$ cat src/rtl/guess_history.sv
// guess_history: bank of DEPTH enabled registers holding Mastermind guesses in
// push order. Offers indexed read-back (index 0 = oldest), the newest entry,
// occupancy flags and a sticky overflow flag. FULL_MODE picks whether a push
// while full is dropped (0) or evicts the oldest entry (1).
module guess_history #(
    parameter int WIDTH     = 4,
    parameter int DEPTH     = 8,
    parameter bit FULL_MODE = 1'b0,
    localparam int CW       = $clog2(DEPTH + 1),
    localparam int IW       = $clog2(DEPTH)
) (
    input  logic             i_clk,
    input  logic             i_reset,
    input  logic             i_clr,
    input  logic             i_push,
    input  logic [WIDTH-1:0] i_d,
    input  logic [IW-1:0]    i_rd_idx,
    output logic [WIDTH-1:0] o_rd_data,
    output logic [WIDTH-1:0] o_newest,
    output logic [CW-1:0]    o_count,
    output logic             o_empty,
    output logic             o_full,
    output logic             o_ovf
);

    // Storage is kept as a shift array: slot 0 is always the oldest valid
    // entry, so rd_idx maps straight onto a slot in both full modes.
    logic [WIDTH-1:0] r_mem [DEPTH];
    logic [CW-1:0]    r_count;
    logic             r_ovf;

    logic             w_full;
    logic             w_empty;
    logic [WIDTH-1:0] w_rd_data;
    logic [WIDTH-1:0] w_newest;

    // Flags are pure decodes of the count, so they can never disagree.
    assign w_full  = (r_count == CW'(DEPTH));
    assign w_empty = (r_count == '0);

    // State update: reset > clr > push; every register holds unless written.
    always_ff @(posedge i_clk or posedge i_reset) begin
        if (i_reset) begin
            for (int i = 0; i < DEPTH; i++) begin
                r_mem[i] <= '0;
            end
            r_count <= '0;
            r_ovf   <= 1'b0;
        end else if (i_clr) begin
            for (int i = 0; i < DEPTH; i++) begin
                r_mem[i] <= '0;
            end
            r_count <= '0;
            r_ovf   <= 1'b0;
        end else if (i_push) begin
            if (!w_full) begin
                // Append at the first free slot.
                for (int i = 0; i < DEPTH; i++) begin
                    if (CW'(i) == r_count) begin
                        r_mem[i] <= i_d;
                    end
                end
                r_count <= r_count + CW'(1);
            end else begin
                r_ovf <= 1'b1;
                if (FULL_MODE) begin
                    // Rolling history: drop slot 0, shift down, append at top.
                    for (int i = 0; i < DEPTH - 1; i++) begin
                        r_mem[i] <= r_mem[i+1];
                    end
                    r_mem[DEPTH-1] <= i_d;
                end
            end
        end
    end

    // Indexed read: an index at or beyond the count (including indices past
    // DEPTH when DEPTH is not a power of two) reads as zero.
    always_comb begin
        w_rd_data = '0;
        for (int i = 0; i < DEPTH; i++) begin
            if ((IW'(i) == i_rd_idx) && (CW'(i) < r_count)) begin
                w_rd_data = r_mem[i];
            end
        end
    end

    // Newest entry sits at slot count-1; zero when the history is empty.
    always_comb begin
        w_newest = '0;
        for (int i = 0; i < DEPTH; i++) begin
            if (CW'(i + 1) == r_count) begin
                w_newest = r_mem[i];
            end
        end
    end

    assign o_rd_data = w_rd_data;
    assign o_newest  = w_newest;
    assign o_count   = r_count;
    assign o_empty   = w_empty;
    assign o_full    = w_full;
    assign o_ovf     = r_ovf;

endmodule

$ cat config.mk
export PLATFORM = sky130hd
export DESIGN_NAME = guess_history
export DESIGN_NICKNAME = d
export VERILOG_FILES = /design/src/rtl/guess_history.sv
export SDC_FILE = /design/constraint.sdc
export NUM_CORES = 1
export LEC_CHECK = 0
export CAP_MARGIN = 20
export CORE_ASPECT_RATIO = 1.75
export CORE_MARGIN = 2
export CORE_UTILIZATION = 51
export DETAILED_ROUTE_END_ITERATION = 8
export PLACE_DENSITY = 0.84
export SYNTH_ARGS = -nofsm -noshare
export SYNTH_HDL_FRONTEND = slang
export SYNTH_SLANG_ARGS = --single-unit
$ cat constraint.sdc
create_clock -name i_clk -period 2.9 [get_ports i_clk]
set_input_delay 0.87 -clock i_clk [delete_from_list [all_inputs] [get_ports i_clk]]
set_output_delay 0.87 -clock i_clk [all_outputs]
set_load 0.005 [all_outputs]
== After elaboration in Yosys (flattened, before gate mapping) ==
Index checks and enable logic that the tools add are counted.
Word-level totals
  bits in registers: 37
  bits in latches: 0
  RAM bits: 0
  bits in read-only memories: 0
  bits of input ports: 11
  output and inout port bits: 15
  word-level logic and storage cells: 99
  memories: 0
Operators by class
  add/subtract/negate cells: 1
  multipliers: 0
  div/mod/pow operators: 0
  magnitude comparators: 8
  equal/unequal tests: 17
  shift-type cells: 0
  mux-type cells: 33
  bitwise gates (word level): 0
  reductions and logical operators: 30
Operators by type and width (number)
  4-bit 2-to-1 mux: 27
  32-bit 2-to-1 mux: 3
  3-bit AND reduction: 8
  2-bit nonzero test: 10
  3-bit by 4-bit == test with 1-bit output (first input constant): 4
  3-bit by 4-bit less-than comparator with 1-bit output (first input constant): 4
  3-bit == test (first input constant): 4
  2-bit by 4-bit == test with 1-bit output (first input constant): 2
  1-bit logical AND: 8
  1-bit by 4-bit less-than comparator with 1-bit output (first input constant): 2
  2-bit by 4-bit less-than comparator with 1-bit output (first input constant): 2
  2-bit by 3-bit == test with 1-bit output (first input constant): 2
  4-bit by 1-bit adder with 4-bit output (second input constant): 1
  1-bit by 4-bit == test with 1-bit output (first input constant): 1
  4-bit == test (first input constant): 1
  4-bit == test (second input constant): 1
  4-bit logical NOT: 1
  2-bit AND reduction: 2
  1-bit by 3-bit == test with 1-bit output (first input constant): 1
  3-bit logical NOT: 1
  1-bit 2-to-1 mux: 3
  2-bit inequality test (second input constant): 1

== Longest topological paths before layout ==
Gate-level depths: netlist of the first run.
  depth in word-level cells: 10
  gate-level depth with buffers: 8
  gate-level depth less buffers: 7

== Least setup slack after synthesis of the first run ==
Ideal clock, no wire load.
  kind: register to output
  start: register r_count[1] (netlist: o_count[1])
  end: output o_rd_data[1]
  arrival time: 2197 ps
  data required time: 2030 ps
  path slack: -167 ps
  cell stages (with the launch flop): 9
  path buffers: 1
  cells stage by stage: dfrtp_1 clkbuf_1 inv_1 ha_1 nor3b_1 nor4_2 a221oi_2 or4_1 a31oi_1
Between the ends
  longest elaborated chain between the ends: 10
  elaborated cells on any way between the ends: 24
  those cells by class: order compare (8); mux (8); reduce/logical (8)
Ends and longest elaborated chain
  start, declared: line 29  | logic [CW-1:0] r_count;
  start signal, assigned: line 63  | r_count <= r_count + CW'(1);
  1-bit by 4-bit less-than comparator with 1-bit output: line 82  | if ((IW'(i) == i_rd_idx) && (CW'(i) < r_count)) begin
  1-bit logical AND: line 82
  4-bit 2-to-1 mux (7 in a row): line 82
  4-bit 2-to-1 mux (*): line 82
  end, declared: line 18  | output logic [WIDTH-1:0] o_rd_data,
Mark *: on every way between the ends. The rest lies on a longest branch, timed or not.

== Worst setup path in the final report of the first run ==
  start: input i_rd_idx[0]
  end: output o_rd_data[1]
Between the ends
  longest elaborated chain between the ends: 10
  elaborated cells on any way between the ends: 24
  those cells by class: eq/ne (7); mux (8); reduce/logical (9)
Ends and longest elaborated chain
  start, declared: line 17  | input logic [IW-1:0] i_rd_idx,
  3-bit logical NOT: line 82
  1-bit logical AND: line 82
  4-bit 2-to-1 mux (7 in a row): line 82
  4-bit 2-to-1 mux (*): line 82
Marks and branches as above.

==> results of run 1 <==
==> cells by family after synthesis <==
| kind of cell | Yosys count |
|---|---|
| AND/OR/NAND/NOR | 98 |
| adder cells (fa/ha/maj) | 3 |
| XOR/XNOR | 3 |
| multiplexers | 28 |
| buffers and inverters | 28 |
| flip-flops | 37 |
| AO/OA/AOI/OAI | 62 |
==> power breakdown <==
part	total [uW]	switching [uW]	internal, uW
clock network	400	185	215
registers	543	15.8	528
logic	265	134	131
==> state kept, by name, indices dropped and copies added (netlist names) <==
register  count
o_ovf         1
r_mem        32
o_count       4
==> area by class of cell <==
type,count,share of cell area
Clock buffer,7,0.0294
Clock inverter,1,0.00153
Inverter,7,0.00955
Multi-Input combinational cell,194,0.452
Sequential cell,37,0.283
Tap cell,51,0.0195
Timing Repair Buffer,84,0.204
==> metal layers <==
metal / GRT usage / wire length (um)
met5: 0 / 0
met4: 0.232 / 521
met3: 0.0495 / 517
met2: 0.515 / 3780
met1: 0.403 / 2750
==> final timing paths <==
| check | startpoint | endpoint | slack, ps | cells after the start |
|---|---|---|---|---|
| hold / removal | o_ovf | o_ovf | 510 | 2 |
| min in group asynchronous | i_reset | o_ovf | 980 | 3 |
| max in group asynchronous | i_reset | o_count[0] | 1570 | 3 |
| setup / recovery | i_rd_idx[0] | o_rd_data[1] | -230 | 7 |
| hold reg to reg | o_ovf | o_ovf | 510 | 2 |
| setup reg to reg | o_count[0] | r_mem[30] | 920 | 9 |
==> stage by stage <==
step	std cells	worst slack, ps	utilization	hold WS, ps
after floorplan	259	-6.39	-	486
after detailed placement	356	-1010	0.661	492
final	381	-235	0.744	506
after CTS	377	-308	0.726	509
after global placement	356	-985	0.661	478
after global routing	381	-338	0.744	528
==> worst register-to-register path, cell delays in order (launching register included) <==
cell and delay (ps):
sky130_fd_sc_hd__dfrtp_2 460, sky130_fd_sc_hd__inv_4 70, sky130_fd_sc_hd__buf_4 110, sky130_fd_sc_hd__ha_4 140
sky130_fd_sc_hd__nor3b_4 250, sky130_fd_sc_hd__buf_4 150, sky130_fd_sc_hd__buf_4 90, sky130_fd_sc_hd__and2_1 280
sky130_fd_sc_hd__mux2i_1 230, sky130_fd_sc_hd__nor2_1 60
==> repair_timing <==
item,in CTS,in global routing
resized for setup,85,13
setup endpoints to repair,9,9
setup buffers,15,5
pin swaps,26,13
gates cloned,0,0
endpoints found under the hold margin,0,0
==> cells in the mapped netlist, types with 2 or more instances <==
master and n:
sky130_fd_sc_hd__nor2_1 39, sky130_fd_sc_hd__dfrtp_1 37, sky130_fd_sc_hd__mux2i_1 28, sky130_fd_sc_hd__a21oi_1 17, sky130_fd_sc_hd__clkbuf_1 15, sky130_fd_sc_hd__nand2_1 12, sky130_fd_sc_hd__nand3_1 12, sky130_fd_sc_hd__o21ai_0 8
sky130_fd_sc_hd__nor2b_1 7, sky130_fd_sc_hd__inv_1 6, sky130_fd_sc_hd__a221oi_1 5, sky130_fd_sc_hd__buf_2 4, sky130_fd_sc_hd__nand2b_1 4, sky130_fd_sc_hd__nor3_1 4, sky130_fd_sc_hd__a211oi_1 3, sky130_fd_sc_hd__a22o_1 3
sky130_fd_sc_hd__a22oi_1 3, sky130_fd_sc_hd__and3_1 3, sky130_fd_sc_hd__ha_1 3, sky130_fd_sc_hd__nand4_1 3, sky130_fd_sc_hd__o211ai_1 3, sky130_fd_sc_hd__o22ai_1 3, sky130_fd_sc_hd__a222oi_1 2, sky130_fd_sc_hd__a31oi_1 2
sky130_fd_sc_hd__a32oi_1 2, sky130_fd_sc_hd__buf_1 2, sky130_fd_sc_hd__nor3b_1 2, sky130_fd_sc_hd__o221a_2 2, sky130_fd_sc_hd__o221ai_1 2, sky130_fd_sc_hd__o22a_1 2, sky130_fd_sc_hd__o31a_1 2, sky130_fd_sc_hd__or4_1 2
sky130_fd_sc_hd__xor2_1 2
==> results.txt, run 1 <==
Outcome - complete, but fails checks
Violations in the final reports - setup timing
Port Buffers - 25
Top library cells by usage in the layout, fill and taps aside - sky130_fd_sc_hd__buf_4, sky130_fd_sc_hd__nor2_1, sky130_fd_sc_hd__dfrtp_1, sky130_fd_sc_hd__mux2i_1, sky130_fd_sc_hd__a21oi_1
Synthesized-area fraction occupied by ao, oa, aoi and oai cells - 0.189
Average footprint of a synthesized cell - 8.98 sq um
Clock sinks - 37
Max-cap viol count - 0
Core area - 0.00440 sq mm
Multiplexer share of the synthesized area - 0.120
Root buffer selected by CTS - sky130_fd_sc_hd__clkbuf_8
Post-synthesis share of cell area spent on and, or, nand and nor gates - 0.217
Fraction of the yosys area taken by sequential cells - 0.398
I/O pin total - 26
Number of core rows - 32
Global-route wire length before repair - 12300 um
Clk_lat worst skew - 300 ps
Post-layout power - 1210 uW
DRC violation count after routing - 0
Post-Place Cell Area - 0.00291 sq mm
Synth top area share - 0.398
Post-synthesis adder-cell area fraction - 0.0161
Most frequent standard cell in the layout excluding fill and tap cells - sky130_fd_sc_hd__buf_4
Vias per Instance - 6.35
Number of fill cells - 337
Detail Placement HPWL - 5310 um
Cell area after synthesis - 0.00233 sq mm
H-tree lvl count - 2
Die outline area - 0.00514 sq mm
Cell types occupying the most area after synthesis - sky130_fd_sc_hd__dfrtp_1, sky130_fd_sc_hd__mux2i_1, sky130_fd_sc_hd__nor2_1, sky130_fd_sc_hd__a21oi_1, sky130_fd_sc_hd__nand3_1
Clock period minus final worst setup slack - 3130 ps
Crit-path leading delay family - simple AND/OR/NAND/NOR gates
Clock-pin transition on the worst setup and hold timing paths - 70 ps
CTS buffer count - 5
Global placement routability congestion - 1.01
Hold buffers post-CTS - 0
Data required, critical path - 2030 ps
First DRT Iteration DRCs - 175
Most instantiated flip-flop cell in the synthesis netlist - sky130_fd_sc_hd__dfrtp_1
CP bufs+invs - 3
Post-layout worst setup margin - -235 ps
Cell at the slowest stage of the critical path - sky130_fd_sc_hd__or4_1
Chip height - 93.3 um
Count of antenna-violating nets left after detailed routing - 0
Cell occurring most often along the worst timing path - sky130_fd_sc_hd__buf_2
Post-Synthesis Cells - 259
Type of element launching the critical path - input pin
Headroom to the max-slew limit - 0.664
Total power per unit cell area - 369 mW/mm^2
Main combinational cell family by area after synthesis - simple AND/OR/NAND/NOR gates
XOR/XNOR Fraction of Synth Area - 0.0113
Total Routing Usage GR - 0.332
Cell type with the highest aggregate area in the netlist - sky130_fd_sc_hd__dfrtp_1
Warning count from the yosys run - 0
Slew @ Worst Pin - 502 ps
Initial antenna violation count - 0
Number of global-route vias before repair - 2471
CP Cell Sequence - buf_2 > buf_4 > nor4_4 > a221oi_2 > or4_1 > a31oi_1 > buf_2
Area of all sequential standard cells - 928 sq um
Initial core utilization - 0.528
Max Freq - 0.319 GHz
Post-Layout Inst Area - 0.00328 sq mm
Largest net degree at the start of global routing - 38
Hold/Removal Path Class - flip-flop to flip-flop
Clock tree from TritonCTS - done
Share of final-layout standard cells stronger than drive strength 1 - 0.361
Largest incremental delay on the critical path - 400 ps
Vias post-DR - 2420
Total congestion overflow after global routing - 0
Standby leakage power - 0.00150 uW
Post-route setup TNS - -1290 ps
Period Utilization, post-route - 1.08
Total area of multi-input combinational cells - 0.00148 sq mm
CP Max Fanout - 4
Data arrival time at the worst-slack endpoint - 2260 ps
Final nets - 343
Distinct cells, synth - 48
CP endpoint kind - output pin
Share of synthesized flip-flops with an asynchronous set or reset - 1.00
Number of enable flip-flop cells after synthesis - 0
Growth of design area from synthesis to finish - 40.9%
Antenna cells - 0
Worst clock skew - 6.09 ps
Final hold violations - 0
Number of nets in the synthesized netlist - 273
Seq cells post-synth - 37
First drt pass iteration count - 5
Slew Viols, Final - 0
Unrepaired setup endpoints after global routing - yes
Largest voltage drop on the vdd net - 368 uV
Die width - 55.1 um
Maximum buffer depth of the clock tree - 2
Drt total wl - 7570 um
Number of setup violations in the final report - 8
Kind of critical path - input pin to output pin
Average detailed-routed wire length per instance - 19.9 um
Power figures use the tool's default switching activity.
==> run 2: changes to the inputs <==
- CORE_MARGIN: 2 -> 4
==> run 2 against run 1 <==
  * The run still ends with setup timing left
  * Sequential cell count is the same
  * Sequential share of layout area down 0.99 points
  * Hold slack improved by 32 ps
  * Maximum frequency is 1.2% lower
  * Design area grew 3.6%
  * First-iteration DRC count rose by 21%
  * Critical path type is now flip-flop to output pin
==> results.txt, run 2 (synthesis results as in run 1) <==
Total power per unit cell area - 349 mW/mm^2 (-5.4%)
Worst clock skew - 15.6 ps (+9.52 ps)
Unrepaired setup endpoints after global routing - yes
Largest voltage drop on the vdd net - 397 uV (+8.1%)
Clk_lat worst skew - 300 ps (about the same)
First drt pass iteration count - 5 (unchanged)
Count of antenna-violating nets left after detailed routing - 0 (unchanged)
Global placement routability congestion - 0.957 (-5.2%)
Slew @ Worst Pin - 597 ps (+95.3 ps)
Outcome - complete, but fails checks
CTS buffer count - 5 (unchanged)
Maximum buffer depth of the clock tree - 2 (unchanged)
Most frequent standard cell in the layout excluding fill and tap cells - sky130_fd_sc_hd__buf_4
CP bufs+invs - 3 (unchanged)
Number of setup violations in the final report - 7 (-1)
Clock tree from TritonCTS - done
First DRT Iteration DRCs - 211 (+21%)
Total Routing Usage GR - 0.290 (-0.0422)
Standby leakage power - 0.00157 uW (+4.4%)
Final hold slack - 538 ps (+31.7 ps)
Max-cap viol count - 0 (unchanged)
Growth of design area from synthesis to finish - 46.0%
Vias per Instance - 6.63 (+4.4%)
CP Cell Sequence - inv_2 > ha_4 > buf_4 > nor2b_1 > o211ai_1 > o21ai_1 > or4_1 > a31oi_1 > buf_2
Util after Layout - 0.771 (+0.0270)
CP endpoint kind - output pin
Average detailed-routed wire length per instance - 21.6 um (+8.7%)
Clock-pin transition on the worst setup and hold timing paths - 80 ps (about the same)
H-tree lvl count - 2 (unchanged)
Headroom to the max-slew limit - 0.601 (-0.0634)
Vias post-DR - 2580 (+6.6%)
Period Utilization, post-route - 1.09 (+0.0128)
Antenna cells - 0 (unchanged)
Die width - 59.1 um (+7.3%)
Number of core rows - 32 (unchanged)
Clock sinks - 37 (unchanged)
Total congestion overflow after global routing - 0 (unchanged)
Data arrival time at the worst-slack endpoint - 2300 ps (+40 ps)
CP Max Fanout - 5 (+1)
Number of fill cells - 304 (-9.8%)
Core area - 0.00440 sq mm (unchanged)
Chip height - 97.3 um (+4.3%)
Kind of critical path - flip-flop to output pin
Max reg flops - 32 (unchanged)
Slew Viols, Final - 0 (unchanged)
Cell at the slowest stage of the critical path - sky130_fd_sc_hd__dfrtp_2
Share of final-layout standard cells stronger than drive strength 1 - 0.382 (+0.0211)
DRC violation count after routing - 0 (unchanged)
Type of element launching the critical path - flip-flop
Final hold violations - 0 (unchanged)
Crit-path leading delay family - simple AND/OR/NAND/NOR gates
Hold buffers post-CTS - 0 (unchanged)
Violations in the final reports - setup timing
Hold/Removal Path Class - flip-flop to flip-flop
Clock period minus final worst setup slack - 3170 ps (+37.0 ps)
Area of all sequential standard cells - 928 sq um (unchanged)
Largest incremental delay on the critical path - 480 ps (+80 ps)
I/O pin total - 26 (unchanged)
Top library cells by usage in the layout, fill and taps aside - sky130_fd_sc_hd__buf_4, sky130_fd_sc_hd__nor2_1, sky130_fd_sc_hd__dfrtp_1, sky130_fd_sc_hd__mux2i_1, sky130_fd_sc_hd__clkdlybuf4s50_1
Initial antenna violation count - 0 (unchanged)
Port Buffers - 25 (unchanged)
Drt total wl - 8410 um (+11%)
Post-layout worst setup margin - -272 ps (-37.0 ps)
Number of global-route vias before repair - 2491 (+0.81%)
Total area of multi-input combinational cells - 0.00152 sq mm (+2.4%)
Root buffer selected by CTS - sky130_fd_sc_hd__clkbuf_8
Initial core utilization - 0.528 (unchanged)
Final nets - 351 (+2.3%)
Data required, critical path - 2030 ps (about the same)
Post-route setup TNS - -1210 ps (+75.4 ps)
Largest net degree at the start of global routing - 38 (unchanged)
Global-route wire length before repair - 12600 um (+2.4%)
Largest Register - r_mem
Post-layout power - 1190 uW (-1.9%)
Detail Placement HPWL - 5460 um (+2.9%)
Max Freq - 0.315 GHz (-1.2%)
Die outline area - 0.00575 sq mm (+12%)
[run 2: changes by cell type in the layout (fill, tap and decap cells not counted), moves of 2 or more]
| cell | previous run | this run |
|---|---|---|
| sky130_fd_sc_hd__nor2b_1 | 2 | 4 |
| sky130_fd_sc_hd__clkbuf_8 | 7 | 5 |
| sky130_fd_sc_hd__nor2b_2 | 3 | 1 |
| sky130_fd_sc_hd__clkbuf_2 | 0 | 2 |
| sky130_fd_sc_hd__a21oi_1 | 14 | 12 |
| sky130_fd_sc_hd__nor3_1 | 3 | 1 |
| sky130_fd_sc_hd__buf_2 | 10 | 8 |
| sky130_fd_sc_hd__buf_4 | 52 | 56 |
| sky130_fd_sc_hd__nor3_2 | 1 | 3 |
[run 2: worst paths after layout]
check	slack (ps)	depth (start not counted)	end	start
worst max-delay path	-270	9	o_rd_data[1]	o_count[1]
worst min-delay path	540	2	o_ovf	o_ovf
worst max register to register	980	7	r_mem[3]	o_count[1]
worst min register to register	540	2	o_ovf	o_ovf
max in group asynchronous	1580	3	r_mem[27]	i_reset
min in group asynchronous	970	3	r_mem[4]	i_reset
[run 2: area by class of cell]
class,count,share of cell area
sequential,37,0.273
inverter,7,0.00847
clock buffer,6,0.0214
multi-input combinational,194,0.447
clock inverter,2,0.00295
timing repair buffer,92,0.228
tap,51,0.0188
[run 2: what timing repair did]
item	CTS	global route
setup buffers	18	7
gates cloned	0	1
setup endpoints to repair	10	9
gates resized for setup	78	26
pin swaps	24	20
[run 2: per-stage QoR]
stage	std cells	instance area, sq um	worst slack, ps
after floorplan	259	2380	-6.39
after global placement	356	2910	-964
after detailed placement	356	2910	-1020
after CTS	382	3250	-323
after global routing	389	3400	-362
final	389	3400	-272
[run 2: tightest hold or removal path: cells and delay by family, from the launching register on]
kind             cells  cell delay, ps
AO/OA/AOI/OAI        1              60
flip-flops           1             360
AND/OR/NAND/NOR      1              80
[run 2: per-layer routing]
| layer | wire [um] | global-route usage |
|---|---|---|
| met1 | 2900 | 0.334 |
| met2 | 4330 | 0.488 |
| met3 | 608 | 0.0399 |
| met4 | 565 | 0.171 |
| met5 | 0 | 0 |
[run 2: power by group]
group          leakage (uW)  switching (uW)  internal, uW
clock             0.0000450             185           167
sequential         0.000509            15.1           528
combinational       0.00101             144           147
==> run 3: changes to the inputs <==
- PLACE_DENSITY: 0.84 -> 0.8
==> run 3 against run 2 <==
  * The flow still finishes with violations (setup timing)
  * Clock skew is 11 ps lower
  * Sequential cell count stayed put
  * Sequential share of layout area is 0.074 points higher
  * Via count is 4.8% lower
  * Routed wire length is 5.0% lower
  * Sequential power hardly changed
  * Utilization stayed put
  * Critical endpoint is now o_rd_data[0]
  * Largest power group unchanged
==> results.txt, run 3 (synthesis results as in run 1) <==
Number of global-route vias before repair - 2393 (-3.9%)
Cell internal pwr - 843 uW (+0.27%)
Worst hold path stage count - 2 (unchanged)
Kind of critical path - flip-flop to output pin
Headroom to the max-slew limit - 0.691 (+0.0899)
Sw frac - 0.284 (-0.00638)
Global-route wire length before repair - 12600 um (-0.11%)
Average detailed-routed wire length per instance - 20.4 um (-5.4%)
Hold Crit Endpoint - o_ovf
Total congestion overflow after global routing - 0 (unchanged)
Clock period minus final worst setup slack - 3110 ps (-64.7 ps)
Drt total wl - 7990 um (-5.0%)
Most frequent standard cell in the layout excluding fill and tap cells - sky130_fd_sc_hd__buf_4
Type of element launching the critical path - flip-flop
Relative contribution of the clock network to total power - 0.291 (-0.006)
Unrepaired setup endpoints after global routing - yes
Vias per Instance - 6.28 (-5.3%)
Count of antenna-violating nets left after detailed routing - 0 (unchanged)
Number of cells after detailed placement - 352 (-1.1%)
R2r startpoint - o_count[0]
CP bufs+invs - 4 (+1)
Root buffer selected by CTS - sky130_fd_sc_hd__clkbuf_8
Number of setup violations in the final report - 8 (+1)
I/O pin total - 26 (unchanged)
Number of core rows - 32 (unchanged)
CTS buffer count - 5 (unchanged)
Combinational power share - 0.247 (+0.002)
DRC violation count after routing - 0 (unchanged)
Clock sinks - 37 (unchanged)
First drt pass iteration count - 6 (+1)
Standby leakage power - 0.00156 uW (-0.68%)
CP Max Fanout - 4 (-1)
Maximum buffer depth of the clock tree - 2 (unchanged)
Growth of design area from synthesis to finish - 46.0% (unchanged)
Number of fill cells - 312 (+2.6%)
Period Utilization, post-route - 1.07 (-0.0223)
Max Freq - 0.322 GHz (+2.1%)
Clock-pin transition on the worst setup and hold timing paths - 70 ps (about the same)
Worst clock skew - 4.57 ps (-11.0 ps)
Die outline area - 0.00575 sq mm (unchanged)
Data required, critical path - 2030 ps (about the same)
Final hold violations - 0 (unchanged)
Slew @ Worst Pin - 464 ps (-133 ps)
Slew Viols, Final - 0 (unchanged)
Antenna cells - 0 (unchanged)
First DRT Iteration DRCs - 153 (-27%)
Reg2Reg Setup Slack - 980 ps (about the same)
Largest Register - r_mem
Chip height - 97.3 um (unchanged)
Global placement routability congestion - 0.990 (+3.5%)
Port Buffers - 25 (unchanged)
Hold Crit Start - o_ovf
Post-route insts no fill - 391 (+0.51%)
Sequential Power Share - 0.462 (+0.004)
Core area - 0.00440 sq mm (unchanged)
Cells on worst reg2reg path - 8 (+1)
Clock tree from TritonCTS - done
Largest net degree at the start of global routing - 38 (unchanged)
Hold buffers post-CTS - 0 (unchanged)
Top library cells by usage in the layout, fill and taps aside - sky130_fd_sc_hd__buf_4, sky130_fd_sc_hd__nor2_1, sky130_fd_sc_hd__dfrtp_1, sky130_fd_sc_hd__mux2i_1, sky130_fd_sc_hd__buf_6
Largest incremental delay on the critical path - 460 ps (-20 ps)
Max-cap viol count - 0 (unchanged)
Post-layout worst setup margin - -207 ps (+64.7 ps)
Data arrival time at the worst-slack endpoint - 2240 ps (-60 ps)
Max reg flops - 32 (unchanged)
Clk_lat worst skew - 280 ps (-20 ps)
CP Cell Sequence - inv_4 > ha_4 > nor3b_4 > nor4_4 > buf_4 > buf_6 > a222oi_1 > a21oi_1 > buf_2
Violations in the final reports - setup timing
Outcome - complete, but fails checks
Largest voltage drop on the vdd net - 367 uV (-7.8%)
H-tree lvl count - 2 (unchanged)
Detail Placement HPWL - 5270 um (-3.5%)
Hold/Removal Path Class - flip-flop to flip-flop
Initial antenna violation count - 0 (unchanged)
Total Routing Usage GR - 0.289 (-0.000608)
Crit-path leading delay family - compound AO/OA/AOI/OAI gates
Setup slack after placement - -1010 ps (+11.5 ps)
Die width - 59.1 um (unchanged)
Share of final-layout standard cells stronger than drive strength 1 - 0.382 (+0.000696)
CP endpoint kind - output pin
Endpoint of the worst-slack reg-to-reg timing path - r_mem[30]
Final nets - 353 (+0.57%)
Total power per unit cell area - 347 mW/mm^2 (-0.62%)
NetSw - 335 uW (-2.8%)
Initial core utilization - 0.528 (unchanged)
Cell at the slowest stage of the critical path - sky130_fd_sc_hd__dfrtp_2
Vias post-DR - 2455 (-4.8%)
[run 3: per-layer routing]
metal | part of all wire | global-route usage | vias up
met5 | 0 | 0 | -
met4 | 0.071 | 0.154 | 0
met3 | 0.056 | 0.0372 | 54
met2 | 0.52 | 0.480 | 134
met1 | 0.36 | 0.350 | 1159
li1 | - | - | 1108
[run 3: area by class of cell]
cell class | instances | area (sq um) | area share
clock buffers | 6 | 72.6 | 0.0214
flip-flops and latches | 37 | 931 | 0.274
clock inverters | 2 | 10.0 | 0.00295
well taps | 51 | 63.8 | 0.0188
multi-input cells | 194 | 1500 | 0.441
repair buffers | 94 | 791 | 0.233
inverters | 7 | 31.3 | 0.00921
[run 3: power groups by stage]
stage	registers [uW]	logic, uW	clock network [uW]
6_report	544	291	343
5_1_grt	545	310	378
4_1_cts	542	254	349
3_5_place_dp	549	218	0
3_3_place_gp	549	215	0
2_1_floorplan	547	114	0
[run 3: stage by stage]
stage / hold slack (ps) / area, sq um / utilization / power, uW / setup TNS (ps)
4_1_cts: 513 / 3220 / 0.730 / 1150 / -1120
6_report: 504 / 3400 / 0.771 / 1180 / -1240
3_3_place_gp: 480 / 2880 / 0.655 / 764 / -5060
3_5_place_dp: 497 / 2880 / 0.655 / 767 / -5150
5_1_grt: 554 / 3400 / 0.771 / 1230 / -2020
2_1_floorplan: 486 / 2380 / - / 661 / -6.39
[run 3: worst min-delay path: cells and delay by family (launching register included)]
family / cells / cell delay, ps
flops: 1 / 350
simple gates: 1 / 70
compound gates: 1 / 50
[run 3: worst max path at each step]
stage / start / endpoint / slack, ps / depth (start not counted)
floorplan: i_rd_idx[2] / o_rd_data[1] / -6 / 6
global placement: i_rd_idx[0] / o_rd_data[1] / -950 / 7
detailed placement: i_rd_idx[0] / o_rd_data[1] / -1010 / 7
CTS: o_count[1] / o_rd_data[1] / -340 / 8
global route: o_count[0] / o_rd_data[0] / -330 / 9
finish: o_count[0] / o_rd_data[0] / -210 / 9
[run 3: repair_timing]
action,4_1_cts,5_1_grt
buffers inserted,18,13
cloned,0,0
resized for setup,80,34
pin swaps,18,26
setup endpoints to repair,10,9
